## config.mk

```make
export PLATFORM = sky130hd
export DESIGN_NAME = systolic_result_collector
export DESIGN_NICKNAME = d
export VERILOG_FILES = /design/src/rtl/systolic_result_collector.sv
export SDC_FILE = /design/constraint.sdc
export NUM_CORES = 1
export LEC_CHECK = 0
export ABC_AREA = 1
export ABC_CLOCK_PERIOD_IN_PS = 4200
export BUFFER_PORTS_ARGS = -buffer_cell sky130_fd_sc_hd__buf_2
export CELL_PAD_IN_SITES_DETAIL_PLACEMENT = 2
export CELL_PAD_IN_SITES_GLOBAL_PLACEMENT = 2
export CORE_MARGIN = 2
export CORE_UTILIZATION = 30
export CTS_CLUSTER_DIAMETER = 200
export DETAILED_ROUTE_END_ITERATION = 8
export MAX_ROUTING_LAYER = met4
export PLACE_DENSITY_LB_ADDON = 0.1
export SLEW_MARGIN = 20
export SYNTH_ARGS = -nofsm -noshare
export SYNTH_HDL_FRONTEND = slang
export SYNTH_SLANG_ARGS = --single-unit
```

## constraint.sdc

```tcl
create_clock -name clk -period 4.2 [get_ports clk]
set_clock_uncertainty 0.2 [all_clocks]
set_input_delay 0.63 -clock clk [delete_from_list [all_inputs] [get_ports clk]]
set_output_delay 0.63 -clock clk [all_outputs]
set_load 0.03 [all_outputs]
```

## src/rtl/systolic_result_collector.sv

```systemverilog
// systolic_result_collector
//   Captures the column-staggered result stream leaving a systolic array
//   (column j lags column 0 by j cycles), de-skews it into a square buffer,
//   then drains one aligned row per valid/ready handshake.
//
//   Handshake: row_out/row_last are meaningful while row_valid is high; a
//   transfer happens on a rising edge where row_valid && row_ready. While
//   row_ready is low, row_valid, row_out and row_last hold steady.
//
//   Optional feature macro: COLLECT_TRANSPOSE_EN
//     defined   : each drained word is a column (row_out[k] = buffer[k][r])
//     undefined : each drained word is a row    (row_out[k] = buffer[r][k])

module systolic_result_collector #(
    parameter int MATRIX_SIZE = 2,
    parameter int DATA_SIZE   = 32
) (
    input  logic                                  clk,
    input  logic                                  reset,
    input  logic [MATRIX_SIZE-1:0][DATA_SIZE-1:0] result_in,
    input  logic                                  capture_start,
    output logic                                  output_ready,
    output logic [MATRIX_SIZE-1:0][DATA_SIZE-1:0] row_out,
    output logic                                  row_valid,
    input  logic                                  row_ready,
    output logic                                  row_last,
    output logic                                  overrun
);

    localparam int CNT_W    = (2*MATRIX_SIZE-1 > 1) ? $clog2(2*MATRIX_SIZE-1) : 1;
    localparam int ROW_W    = (MATRIX_SIZE > 1) ? $clog2(MATRIX_SIZE) : 1;
    localparam int LAST_CNT = 2*MATRIX_SIZE-2;
    localparam int LAST_ROW = MATRIX_SIZE-1;

    typedef enum logic [1:0] {
        S_IDLE    = 2'd0,
        S_CAPTURE = 2'd1,
        S_DRAIN   = 2'd2
    } state_e;

    state_e                                                   state_q, state_d;
    logic [CNT_W-1:0]                                         cnt_q, cnt_d;
    logic [ROW_W-1:0]                                         r_q, r_d;
    logic [MATRIX_SIZE-1:0][MATRIX_SIZE-1:0][DATA_SIZE-1:0]   buffer_q, buffer_d;
    logic                                                     overrun_q, overrun_d;

    // State register
    always_ff @(posedge clk or negedge reset) begin
        if (!reset) begin
            state_q <= S_IDLE;
        end else begin
            state_q <= state_d;
        end
    end

    // Datapath registers: capture counter, drain row index, buffer, error flag
    always_ff @(posedge clk or negedge reset) begin
        if (!reset) begin
            cnt_q     <= '0;
            r_q       <= '0;
            buffer_q  <= '0;
            overrun_q <= 1'b0;
        end else begin
            cnt_q     <= cnt_d;
            r_q       <= r_d;
            buffer_q  <= buffer_d;
            overrun_q <= overrun_d;
        end
    end

    // Next-state logic; a capture_start outside IDLE never changes state
    always_comb begin
        state_d = state_q;
        case (state_q)
            S_IDLE: begin
                if (capture_start) begin
                    state_d = (MATRIX_SIZE == 1) ? S_DRAIN : S_CAPTURE;
                end
            end
            S_CAPTURE: begin
                if (int'(cnt_q) == LAST_CNT) begin
                    state_d = S_DRAIN;
                end
            end
            S_DRAIN: begin
                if (row_ready && (int'(r_q) == LAST_ROW)) begin
                    state_d = S_IDLE;
                end
            end
            default: state_d = S_IDLE;
        endcase
    end

    // Datapath update: anti-diagonal store during capture, row walk during drain
    always_comb begin
        cnt_d     = cnt_q;
        r_d       = r_q;
        buffer_d  = buffer_q;
        overrun_d = overrun_q;

        // Any frame strobe while busy (including the last drain beat) is an error
        if (capture_start && (state_q != S_IDLE)) begin
            overrun_d = 1'b1;
        end

        case (state_q)
            S_IDLE: begin
                if (capture_start) begin
                    buffer_d[0][0] = result_in[0];
                    if (MATRIX_SIZE > 1) begin
                        cnt_d = CNT_W'(1);
                    end
                end
            end
            S_CAPTURE: begin
                // At count c, column j carries row c-j; only in-range rows are kept
                for (int i = 0; i < MATRIX_SIZE; i++) begin
                    for (int j = 0; j < MATRIX_SIZE; j++) begin
                        if (int'(cnt_q) == i + j) begin
                            buffer_d[i][j] = result_in[j];
                        end
                    end
                end
                cnt_d = (int'(cnt_q) == LAST_CNT) ? '0 : cnt_q + CNT_W'(1);
            end
            S_DRAIN: begin
                if (row_ready) begin
                    r_d = (int'(r_q) == LAST_ROW) ? '0 : r_q + ROW_W'(1);
                end
            end
            default: ;
        endcase
    end

    // Outputs: decoded from registered state and buffer only
    always_comb begin
        output_ready = (state_q == S_IDLE);
        row_valid    = (state_q == S_DRAIN);
        row_last     = (state_q == S_DRAIN) && (int'(r_q) == LAST_ROW);
        row_out      = '0;
        if (state_q == S_DRAIN) begin
            for (int m = 0; m < MATRIX_SIZE; m++) begin
                if (int'(r_q) == m) begin
`ifdef COLLECT_TRANSPOSE_EN
                    for (int k = 0; k < MATRIX_SIZE; k++) begin
                        row_out[k] = buffer_q[k][m];
                    end
`else
                    row_out = buffer_q[m];
`endif
                end
            end
        end
    end

    assign overrun = overrun_q;

endmodule
```

==> results of run 1 <==
[registers in the layout, indices dropped and copies added (netlist names)]
| name | cells |
|---|---|
| state_q | 2 |
| cnt_q | 2 |
| overrun | 1 |
| r_q | 1 |
| buffer_q | 128 |
[cells in the mapped netlist (all sizes together)]
cell and number:
o21bai 1, inv 40, clkbuf 19, o21ai 69
nand3 65, nor2 5, buf 34, nand2 332
dfrtp 134, a21oi 64
[logic make-up (layout without fill, tap and decap cells)]
family | Yosys count | count (layout) | synth area share
compound gates | 134 | 134 | 0.109
buf+inv | 93 | 217 | 0.0778
flops | 134 | 134 | 0.544
other cells | 0 | 2 | 0
simple gates | 402 | 402 | 0.268
[path summary, 6_finish.rpt]
check | cells past startpoint | slack (ns) | start | to
setup reg to reg | 5 | 1.64 | state_q[1] | buffer_q[120]
max in group asynchronous | 4 | 2.34 | reset | buffer_q[52]
setup / recovery | 5 | 1.04 | r_q | row_out[52]
hold reg to reg | 2 | 0.27 | buffer_q[64] | buffer_q[64]
min in group asynchronous | 2 | 0.48 | reset | buffer_q[89]
hold / removal | 3 | 0.25 | result_in[14] | buffer_q[78]
[cell type report]
cell class,count,area share
Sequential cell,134,0.443
Multi-Input combinational cell,536,0.310
Timing Repair Buffer,145,0.103
Clock buffer,18,0.0580
Tap cell,270,0.0446
Clock inverter,14,0.0210
Inverter,40,0.0198
Antenna cell,2,0.000661
[where the power goes]
group          switching, mW  internal (mW)
clock network          0.581          0.942
logic                   1.87          0.710
registers              0.366           1.95
[critical path, delay by kind of cell (launching register included)]
family                 cells  cell delay [ns]
and+or+nand+nor            1             0.07
buffers and inverters      3             1.27
DFF                        1             0.40
AOI/OAI and AO/OA          1             0.18
[layer usage]
metal  part of all wire  wire length (microns)  vias to the layer above
li1                   -                      -                     2656
met1               0.45                   9180                     2861
met2               0.51                  10500                       98
met3              0.033                    675                       17
met4              0.012                    241                        0
met5                  0                      0                        -
[stage by stage]
| step | instance area [sq um] | cells | hold WS, ns | power (mW) |
|---|---|---|---|---|
| 2_1_floorplan | 6160 | 763 | 0.134 | 4.23 |
| 3_3_place_gp | 6920 | 1123 | 0.253 | 4.79 |
| 3_5_place_dp | 6920 | 1123 | 0.259 | 4.98 |
| 4_1_cts | 7520 | 1155 | 0.188 | 6.53 |
| 5_1_grt | 7570 | 1159 | 0.258 | 7.00 |
| 6_report | 7570 | 1159 | 0.255 | 6.42 |
==> impl_results.rst, run 1 <==
.. list-table::
   :header-rows: 1

   * - Metric
     - Value
   * - Final worst-path setup slack
     - 1.04 ns
   * - Class of the worst hold path
     - input pin to flop
   * - Number of standard cells after synthesis
     - 763
   * - Initial detailed-routing violation count
     - 200
   * - Clock-pin slew reported for the worst setup and hold paths after clock tree synthesis
     - 0.06 ns
   * - Clock buffer count from CTS
     - 17
   * - Via count of the first global-routing pass
     - 6365
   * - Category of the worst setup path launch point
     - flop
   * - DPL Wire Length
     - 12600 microns
   * - Per-instance average area after synthesis
     - 8.07 sq um
   * - Clock tree root buffer cell
     - sky130_fd_sc_hd__clkbuf_16
   * - Standby leakage power
     - 4.01 nW
   * - Layout Utilization
     - 0.375
   * - Total count of hold-check failures in the final report
     - 0
   * - Status
     - finished clean
   * - Met3 track demand over resource
     - 0.0416
   * - Routed length per placed instance
     - 17.8 microns
   * - Synth warnings
     - 0
   * - H-tree level count
     - 4
   * - TritonCTS clock tree
     - yes
   * - Die Y-Extent
     - 147 microns
   * - All-layer global routing usage
     - 0.204
   * - Post-route DRC
     - 0
   * - Clock sink count
     - 134
   * - Std-Cell Rows
     - 52
   * - Achievable Freq
     - 0.317 GHz
   * - Share of the yosys chip area belonging to registers
     - 0.544
   * - Final worst path period need
     - 3.16 ns
   * - Pin count of the biggest net entering global routing
     - 104
   * - Setup CP Type
     - flop to output pin
   * - VDD IR-drop max
     - 0.000301 V
   * - Max_slew headroom
     - 0.342
   * - Final Routed Wirelength
     - 20600 microns
   * - Die Wd
     - 147 microns
   * - Clock latency on the worst-skew pair
     - 0.42 ns
   * - Area of the placeable core
     - 20200 sq um
   * - Number of gates given a new drive strength after cts
     - 0
   * - Vias per cell
     - 4.86
   * - Area of combinational cells with multiple inputs
     - 2340 sq um
   * - Final setup TNS
     - 0 ns
   * - Proportion of netlist area held by the largest area contributor
     - 0.544
   * - Power density normalized to cell area
     - 848 nW/um^2
   * - Number of buffer cells added on primary ports
     - 135
   * - Area of all sequential standard cells
     - 3350 sq um
   * - Worst Setup End Kind
     - output pin
   * - Maximum capacitance violations
     - 0
   * - Most used cells in the layout excluding fill and tap cells
     - 326 x sky130_fd_sc_hd__nand2_1, 134 x sky130_fd_sc_hd__buf_2, 133 x sky130_fd_sc_hd__dfrtp_1
   * - Layout filler cell count
     - 2339
   * - Buffer levels on the longest clock path
     - 2
   * - First-pass GRT wire length
     - 33800 microns
   * - Required time at the endpoint of the critical path
     - 3.37 ns
   * - Setup slack at placement
     - 1.39 ns
   * - Commonest non-fill, non-tap cell in the layout
     - sky130_fd_sc_hd__nand2_1
   * - Number of vias in the routed layout
     - 5632
   * - Worst-Margin Slew
     - 0.986 ns
   * - Summed instance area of the synthesized netlist
     - 6160 sq um
   * - Postcts setup bufs
     - 0
   * - Total of flip-flops plus latches after synthesis
     - 134
   * - Antenna viol nets, final
     - 0
   * - Crit-path cells
     - inv_2 > buf_4 > nand2_1 > a21oi_1 > buf_2
   * - Final Slew Violations
     - 0
   * - Grt met2 use
     - 0.350
   * - Synthesis-to-finish area growth
     - 22.9%
   * - Tcrit/Tclk final
     - 0.752
   * - Grt total ovfl
     - 0
   * - # nets final
     - 942
   * - Post-cts hold buffer count
     - 0
   * - CP max-delay cell
     - sky130_fd_sc_hd__inv_2
   * - Final RePlAce weighted congestion
     - 0.761
   * - Layer with the highest usage after global routing
     - met2
   * - RSZ-0062 raised after global routing
     - no
   * - Share of layout cells above drive strength 1
     - 0.213
   * - # IOs
     - 136
   * - Die Area
     - 21700 sq um
   * - Library cell occupying the most area in the post-synthesis netlist
     - sky130_fd_sc_hd__dfrtp_1
   * - Maximum single-stage delay on the critical path
     - 0.71 ns
   * - Biggest area contributors in the synthesized netlist
     - sky130_fd_sc_hd__dfrtp_1 54%, sky130_fd_sc_hd__nand2_1 20%, sky130_fd_sc_hd__nand3_1 5.3%, sky130_fd_sc_hd__a21oi_1 5.2%, sky130_fd_sc_hd__o21ai_1 3.8%
   * - Setup Viol. Count Final
     - 0
   * - Mapped Nets
     - 831
   * - Largest fanout of any net on the critical path
     - 48
   * - Critical path data arrival time
     - 2.33 ns
   * - Initial cell density of the core
     - 0.305
   * - Global-route met1 utilization
     - 0.246
   * - Initial antenna violation count
     - 2
   * - Number of detailed-routing iterations run before antenna repair
     - 4
   * - Netlist cell types
     - 22
(Power assumes the default switching activity.)
==> run 2: changes to the inputs <==
--- a/config.mk
+++ b/config.mk
@@ -6,12 +6,12 @@
 export NUM_CORES = 1
 export LEC_CHECK = 0
 export ABC_AREA = 1
-export ABC_CLOCK_PERIOD_IN_PS = 4200
+export ABC_CLOCK_PERIOD_IN_PS = 2600
 export BUFFER_PORTS_ARGS = -buffer_cell sky130_fd_sc_hd__buf_2
 export CELL_PAD_IN_SITES_DETAIL_PLACEMENT = 2
 export CELL_PAD_IN_SITES_GLOBAL_PLACEMENT = 2
 export CORE_MARGIN = 2
-export CORE_UTILIZATION = 30
+export CORE_UTILIZATION = 28
 export CTS_CLUSTER_DIAMETER = 200
 export DETAILED_ROUTE_END_ITERATION = 8
 export MAX_ROUTING_LAYER = met4
==> constraint.sdc (replaced) <==
create_clock -name clk -period 2.6 [get_ports clk]
set_clock_uncertainty 0.2 [all_clocks]
set_input_delay 0.39 -clock clk [delete_from_list [all_inputs] [get_ports clk]]
set_output_delay 0.39 -clock clk [all_outputs]
set_load 0.03 [all_outputs]
==> run 2 against run 1 <==
  * Sequential power increased by 62%
  * Global-route usage decreased by 1.1 points
  * Die area up 6.9%
  * Critical path depth did not move
  * Design area up 1.6%
  * Flip-flop and latch count did not move
  * Setup slack got worse by 0.89 ns
  * Clock power up 69%
  * Routed wire length is 1.0% higher
  * Sequential share of layout area shrank 0.66 points
  * Critical path type unchanged
  * Largest power group unchanged
  * Highest routed layer unchanged
==> impl_results.rst, run 2 (synthesis results as in run 1) <==
.. list-table::
   :header-rows: 1

   * - Metric
     - Value
   * - Most flops, register
     - buffer_q
   * - Clock-pin slew reported for the worst setup and hold paths after clock tree synthesis
     - 0.06 ns (about the same)
   * - Final worst path period need
     - 2.45 ns
   * - Final worst-path setup slack
     - 0.151 ns (-0.892 ns)
   * - Worst-Margin Slew
     - 0.555 ns (-0.430 ns)
   * - Synthesis-to-finish area growth
     - 24.8%
   * - Total buffers and inverters traversed by the critical path
     - 3 (unchanged)
   * - Status
     - finished clean
   * - Final RePlAce weighted congestion
     - 0.755 (-0.67%)
   * - Initial cell density of the core
     - 0.284 (-0.0214)
   * - RSZ-0062 raised after global routing
     - no
   * - Final Routed Wirelength
     - 20800 microns (+1.0%)
   * - Number of vias in the routed layout
     - 5582 (-0.89%)
   * - Switching Power
     - 4.53 mW (+61%)
   * - VDD IR-drop max
     - 0.000485 V (+61%)
   * - Post-route DRC
     - 0 (unchanged)
   * - Routed length per placed instance
     - 17.7 microns (-0.35%)
   * - Pin count of the biggest net entering global routing
     - 66 (-37%)
   * - Grt total ovfl
     - 0 (unchanged)
   * - Antenna viol nets, final
     - 0 (unchanged)
   * - Clock sink count
     - 134 (unchanged)
   * - Worst Setup End Kind
     - output pin
   * - # IOs
     - 136 (unchanged)
   * - Internal power component
     - 6.05 mW (+68%)
   * - Die Area
     - 23200 sq um (+6.9%)
   * - Required time at the endpoint of the critical path
     - 2.01 ns (-1.36 ns)
   * - Setup Viol. Count Final
     - 0 (unchanged)
   * - Vias per cell
     - 4.75 (-2.2%)
   * - Setup slack at placement
     - 0.429 ns (-0.962 ns)
   * - Share of total power consumed by net switching
     - 0.428 (-0.0103)
   * - Number of buffer cells added on primary ports
     - 135 (unchanged)
   * - Final setup TNS
     - 0 ns (unchanged)
   * - Area of the placeable core
     - 21700 sq um (+7.5%)
   * - Category of the worst setup path launch point
     - flop
   * - Final Slew Violations
     - 0 (unchanged)
   * - Share of layout cells above drive strength 1
     - 0.216 (+0.00305)
   * - Std-Cell Rows
     - 54 (+3.8%)
   * - Sequential share of power
     - 0.354 (-0.007)
   * - Setup CP Type
     - flop to output pin
   * - CP max-delay cell
     - sky130_fd_sc_hd__dfrtp_2
   * - H-tree level count
     - 4 (unchanged)
   * - Clock network power share
     - 0.243 (+0.006)
   * - Initial detailed-routing violation count
     - 167 (-17%)
   * - Via count of the first global-routing pass
     - 6367 (+0.031%)
   * - Maximum single-stage delay on the critical path
     - 0.43 ns (-0.28 ns)
   * - Most used cells in the layout excluding fill and tap cells
     - 326 x sky130_fd_sc_hd__nand2_1, 134 x sky130_fd_sc_hd__buf_2, 132 x sky130_fd_sc_hd__dfrtp_1
   * - Number of detailed-routing iterations run before antenna repair
     - 4 (unchanged)
   * - Commonest non-fill, non-tap cell in the layout
     - sky130_fd_sc_hd__nand2_1
   * - Top Registers
     - buffer_q x128, cnt_q x2, state_q x2
   * - Standby leakage power
     - 4.06 nW (+1.3%)
   * - Clock buffer count from CTS
     - 17 (unchanged)
   * - Power density normalized to cell area
     - 1380 nW/um^2 (+62%)
   * - Die Y-Extent
     - 152 microns (+3.4%)
   * - Combinational fraction of design power
     - 0.403 (about the same)
   * - Max FFs per register
     - 128 (unchanged)
   * - Top delay family on crit path
     - buffers and inverters
   * - Total count of hold-check failures in the final report
     - 0 (unchanged)
   * - Crit-path cells
     - inv_4 > buf_12 > nand2_1 > a21oi_1 > buf_2
   * - DPL Wire Length
     - 13500 microns (+7.1%)
   * - Largest fanout of any net on the critical path
     - 29 (-40%)
   * - First-pass GRT wire length
     - 34500 microns (+2.0%)
   * - Clock latency on the worst-skew pair
     - 0.41 ns (about the same)
   * - All-layer global routing usage
     - 0.193 (-0.0112)
   * - Buffer levels on the longest clock path
     - 2 (unchanged)
   * - Achievable Freq
     - 0.408 GHz
   * - Max_slew headroom
     - 0.630 (+0.288)
   * - Tcrit/Tclk final
     - 0.942
   * - Class of the worst hold path
     - input pin to flop
   * - Clock tree root buffer cell
     - sky130_fd_sc_hd__clkbuf_16
   * - TritonCTS clock tree
     - yes
   * - Critical path data arrival time
     - 1.86 ns (-0.47 ns)
   * - Maximum capacitance violations
     - 0 (unchanged)
   * - Initial antenna violation count
     - 2 (unchanged)
   * - Die Wd
     - 152 microns (+3.4%)
   * - # nets final
     - 949 (+0.74%)
==> run 2: worst reg2reg max path, stage by stage, from the launching register on <==
cell and delay [ns]:
sky130_fd_sc_hd__dfrtp_2 0.46, sky130_fd_sc_hd__nor2_8 0.16, sky130_fd_sc_hd__buf_4 0.31, sky130_fd_sc_hd__nand2_4 0.19, sky130_fd_sc_hd__buf_4 0.29, sky130_fd_sc_hd__nand3_1 0.14
sky130_fd_sc_hd__nand2_1 0.07
==> run 2: per-stage QoR <==
step                      cells  cell area [sq um]  utilization  hold WS [ns]  power, mW
after detailed placement   1141               7050        0.325         0.199       8.15
after global routing       1175               7690        0.354        0.0155       11.6
final                      1175               7690        0.354        0.0186       10.6
after CTS                  1173               7680        0.354       0.00296       10.8
after floorplan             763               6160            -        -0.106       6.83
after global placement     1141               7050        0.325         0.196       7.85
==> run 2: final timing paths <==
kind / end / startpoint / cells past startpoint / slack (ns)
setup / recovery: row_out[42] / r_q / 5 / 0.15
min in group asynchronous: buffer_q[60] / reset / 2 / 0.32
hold / removal: buffer_q[26] / result_in[26] / 3 / 0.02
max in group asynchronous: buffer_q[23] / reset / 3 / 1.21
setup reg to reg: buffer_q[29] / state_q[1] / 6 / 0.66
hold reg to reg: buffer_q[73] / buffer_q[73] / 2 / 0.27
==> run 2: power groups by stage <==
stage | Combinational [mW] | Sequential [mW] | Clock [mW]
4_1_cts | 4.40 | 3.77 | 2.64
3_3_place_gp | 4.14 | 3.71 | 0
2_1_floorplan | 3.24 | 3.58 | 0
5_1_grt | 4.92 | 3.90 | 2.74
3_5_place_dp | 4.37 | 3.79 | 0
6_report | 4.27 | 3.75 | 2.57
==> run 2: per-layer routing <==
metal	routed length, microns	part of all wire	global-route usage
met5	0	0	-
met4	204	0.0098	0.0436
met3	691	0.033	0.0412
met2	10800	0.52	0.335
met1	9100	0.44	0.230
==> run 2: area by class of cell <==
cell class	count	area [sq um]
repair buffers	152	878
clock buffers	22	464
diodes	2	5.00
multi-input cells	536	2330
clock inverters	9	150
well taps	280	350
fillers	2499	14000
inverters	40	153
flip-flops and latches	134	3360
==> run 2: timing repair <==
action	4_1_cts	5_1_grt
hold buffers	1	0
hold endpoints to repair	52	0
buffers inserted	0	0
gates resized for setup	2	1
endpoints found under the setup margin	2	2
